**config.mk**
```make
export PLATFORM = sky130hd
export DESIGN_NAME = count_window_ctrl
export DESIGN_NICKNAME = d
export VERILOG_FILES = /design/src/rtl/count_window_ctrl.sv
export SDC_FILE = /design/constraint.sdc
export NUM_CORES = 1
export LEC_CHECK = 0
export CORE_MARGIN = 3
export CORE_UTILIZATION = 48
export DETAILED_ROUTE_END_ITERATION = 10
export PLACE_DENSITY = 0.81
export SYNTH_ARGS = -nofsm -noshare
export SYNTH_HDL_FRONTEND = slang
export SYNTH_SLANG_ARGS = --single-unit
```
**constraint.sdc**
```tcl
create_clock -name ph1_i -period 2.8 [get_ports ph1_i]
set_clock_uncertainty 0.2 [all_clocks]
set_input_delay 0.28 -clock ph1_i [delete_from_list [all_inputs] [get_ports ph1_i]]
set_output_delay 0.28 -clock ph1_i [all_outputs]
set_load 0.1 [all_outputs]
```
**src/rtl/count_window_ctrl.sv**
```systemverilog
// Measurement sequencer for an external ripple-enable event counter.
// It clears the counter, opens an event window for a programmed number of cycles, then captures the count.
module count_window_ctrl #(
    parameter int CNT_W = 8,
    parameter int WIN_W = 16,
    parameter bit SAT   = 1'b0
) (
    input  logic             ph1_i,
    input  logic             reset_i,
    input  logic             start_i,
    input  logic [WIN_W-1:0] win_len_i,
    input  logic             sample_i,
    input  logic [CNT_W-1:0] cnt_val_i,
    input  logic             cnt_tc_i,
    output logic             cnt_en_o,
    output logic             cnt_rstb_o,
    output logic             busy_o,
    output logic             res_valid_o,
    input  logic             res_ready_i,
    output logic [CNT_W-1:0] res_count_o,
    output logic             res_ovf_o
);

    typedef enum logic [2:0] {
        S_IDLE   = 3'd0,
        S_CLEAR  = 3'd1,
        S_RUN    = 3'd2,
        S_SETTLE = 3'd3,
        S_HOLD   = 3'd4
    } state_t;

    state_t           state_q, state_d;
    logic [WIN_W-1:0] win_q, win_d;
    logic             ovf_q, ovf_d;
    logic [CNT_W-1:0] res_count_q, res_count_d;
    logic             res_ovf_q, res_ovf_d;

    always_ff @(posedge ph1_i or posedge reset_i) begin
        if (reset_i) begin
            state_q     <= S_IDLE;
            win_q       <= '0;
            ovf_q       <= 1'b0;
            res_count_q <= '0;
            res_ovf_q   <= 1'b0;
        end else begin
            state_q     <= state_d;
            win_q       <= win_d;
            ovf_q       <= ovf_d;
            res_count_q <= res_count_d;
            res_ovf_q   <= res_ovf_d;
        end
    end

    always_comb begin
        state_d     = state_q;
        win_d       = win_q;
        ovf_d       = ovf_q;
        res_count_d = res_count_q;
        res_ovf_d   = res_ovf_q;
        case (state_q)
            S_IDLE: begin
                if (start_i) begin
                    win_d   = win_len_i;
                    ovf_d   = 1'b0;
                    state_d = S_CLEAR;
                end
            end
            S_CLEAR: begin
                state_d = (win_q != '0) ? S_RUN : S_SETTLE;
            end
            S_RUN: begin
                win_d = win_q - WIN_W'(1);
                // An event arriving while the counter sits at all-ones either wraps it or is dropped.
                if (sample_i && cnt_tc_i) begin
                    ovf_d = 1'b1;
                end
                if (win_q == WIN_W'(1)) begin
                    state_d = S_SETTLE;
                end
            end
            S_SETTLE: begin
                res_count_d = cnt_val_i;
                res_ovf_d   = ovf_q;
                state_d     = S_HOLD;
            end
            S_HOLD: begin
                if (res_ready_i) begin
                    state_d = S_IDLE;
                end
            end
            default: begin
                state_d = S_IDLE;
            end
        endcase
    end

    // Enable is a pure decode of registered state so the counter sees exactly win_len gated cycles.
    assign cnt_en_o    = (state_q == S_RUN) & sample_i & ~(SAT & cnt_tc_i);
    assign cnt_rstb_o  = (state_q == S_RUN) | (state_q == S_SETTLE) | (state_q == S_HOLD);
    assign busy_o      = (state_q != S_IDLE);
    assign res_valid_o = (state_q == S_HOLD);
    assign res_count_o = res_count_q;
    assign res_ovf_o   = res_ovf_q;

endmodule

```
==> impl_metrics.ini <==
[outcome]
status = complete, no violations

[critical_path]
setup.worst_path.start_class = flip-flop
crit_fanout = 11
critical_path.cell_chain = nor3b_4 > and2_1 > buf_4
crit_slowest_cell = dfrtp_1
arrival_ns = 1.89
critPathRequiredTime_ns = 2.32
crit_type = flip-flop to primary output
slowest_delay_ns = 0.54
crit_path_end_kind = primary output
r2r_slack_ns = 0.47

[routing]
dr_total_vias = 1374
totalWireLength_um = 3830
remaining_drc_errors = 0
drt_iter0_drc = 121
dr.pass1.iters = 4
avgRoutedWirePerCell_um = 15.6
routed_via_density = 5.59
final_antenna_net_count = 0

[place]
dp.cells = 238
portBuffers = 42
hpwl_um = 2840
gp_congestion = 0.864
place_ws_ns = 0.474
placed_cell_area_mm2 = 0.00202

[grt]
grt-ovfl-total = 0
gr-usage-met2_pct = 33.5
grt_pass1_wl_um = 6560
grt_antenna_before_repair = 0
grt_pass1_vias = 1365
grtUsageMet1_pct = 27.3
grt_max_degree = 30
top_usage_layer = met2
grt_util_met3_pct = 5.17
track_usage_pct = 20.6

[timing]
rsz0062_at_grt = no
fin_crit_sh_pct = 84.7
worstMarginPinSlew_ns = 0.489
fmax_mhz = 422
hold_viol = 0
tns_ns = 0
setup_viol = 0
hold_ws_ns = 0.122
slew_headroom_pct = 67.3
slew_violations = 0
worst_slack_ns = 0.428
timing.final.crit_period_ns = 2.37

[logic_synthesis]
ys_seq_area_share_pct = 45.7
synth_area_leader_cell = dfrtp_1
syn_area_mm2 = 0.00159
synth-main-ff-cell = dfrtp_1
synth_top_area_share_pct = 45.7
ys_types = 49
synth_edf_count = 0
synth_area_leaders = dfrtp_1 46%, mux2_2 6.4%, nor2_1 3.8%, ha_1 2.4%, inv_1 2.1%
syn_inst = 157
synthArstFlopShare_pct = 100
postSynthAreaPerCell_um2 = 10.1
synth_warnings = 0
synth_fp_nets = 190
ys_ff_latch = 29

[cells_and_area]
fillers = 277
final_cells = 246
design_area_mm2 = 0.00209
final_nets = 234
syn2layout_area_growth_pct = 31.6
post-route-util_pct = 67.4
layout-drive-gt1-share_pct = 22.3
n_antenna_cell = 0

[floorplanning]
start_util_pct = 51.2
core_area_mm2 = 0.00310
fp.dieW_um = 63.5
io_pins = 43
num_rows = 20
die_area_mm2 = 0.00404
die_h_um = 63.5

[clock_network]
postCtsSetupBuffers = 0
cts_resized = 0
clock-root-buffer = clkbuf_4
cts_max_path_buffers = 2
cts.clk_slew.worst_paths_ns = 0.10
cts-hold-fix-buffers = 0
cts-htree-levels = 2
cts_num_sinks = 29
cts_tree = done
numCtsBuffers = 5
clkLatencyLatePin_ns = 0.33

[power]
power_density_mw_per_mm2 = 1320
power_leakage_nw = 0.869
p_clk_share_pct = 10.5
ir_drop_uv = 681
total_power_mw = 2.76
swShare_pct = 54.3
p_int_mw = 1.26
comb_power_share_pct = 58.0
p_sw_mw = 1.50
pwr-share-seq_pct = 31.5

[flow_run]
maxCapViolations = 0

[hold_path]
hp-class = input port to async pin
cells in the mapped netlist (3+ instances only):
library cell,instances
a211oi_1,4
a21oi_1,4
clkbuf_1,5
dfrtp_1,29
ha_1,3
inv_1,9
mux2_2,9
nand2_1,8
nand3_1,5
nor2_1,16
nor3_1,6
nor4_1,5
o211ai_1,4
o21ai_0,6
or4_4,3
worst paths after layout:
path | endpoint | depth (start not counted) | from
max | cnt_en_o | 3 | state_q[1]
min | win_q[0] | 3 | reset_i
max reg2reg | win_q[9] | 4 | state_q[1]
min reg2reg | ovf_q | 1 | ovf_q
max in group asynchronous | win_q[10] | 3 | reset_i
min in group ph1_i | ovf_q | 1 | ovf_q
power by group through the flow:
| stage | Sequential (mW) | Clock (mW) | Combinational, mW |
|---|---|---|---|
| after floorplan | 1.25 | 0 | 0.845 |
| after global placement | 0.857 | 0 | 1.57 |
| after detailed placement | 0.870 | 0 | 1.60 |
| after CTS | 0.860 | 0.299 | 1.61 |
| after global routing | 0.908 | 0.326 | 1.70 |
| final | 0.870 | 0.291 | 1.60 |
registers in the layout, summed over array words and instances, names as in the netlist:
register and count:
win_q 16, res_count_o 8, ovf_q 1, res_ovf_o 1, state_q 3
routing by layer:
layer | up-vias | wire length, µm
li1 | 669 | -
met1 | 660 | 1700
met2 | 41 | 1870
met3 | 4 | 221
met4 | 0 | 35
met5 | - | 0
critical path: cells and delay by family (launching register included):
family,cells,cell delay [ns]
AND/OR/NAND/NOR,2,0.73
flip-flops,1,0.54
buffers and inverters,1,0.30
layout make-up:
class / count / area (µm²) / share of cell area, %
repair buffers: 45 / 410 / 19.6
clock buffers: 7 / 65.1 / 3.11
multi-input cells: 111 / 796 / 38.1
inverters: 9 / 33.8 / 1.62
well taps: 44 / 55.1 / 2.63
flip-flops and latches: 29 / 726 / 34.7
clock inverters: 1 / 5.00 / 0.239
logic make-up (layout without fill, tap and decap cells):
group / count (synthesis) / after routing / share of synthesized area (%)
mux: 11 / 11 / 7.64
compound gates: 34 / 34 / 15.7
fa+ha+maj: 3 / 3 / 2.36
xor+xnor: 2 / 2 / 1.10
buf+inv: 17 / 62 / 4.65
simple gates: 61 / 61 / 22.9
flops: 29 / 29 / 45.7
layout by cell type, fill, tap and decap left out, types with 5 or more instances in the layout:
cell             instances
o21ai_0                  5
clkdlybuf4s50_1         29
mux2_2                   9
clkbuf_4                 5
inv_1                    9
nor2_1                  16
nor3_1                   6
dfrtp_1                 29
nand3_1                  5
buf_4                   16
nor4_1                   5
nand2_1                  8
No activity file was read; power rests on OpenSTA's default activity.
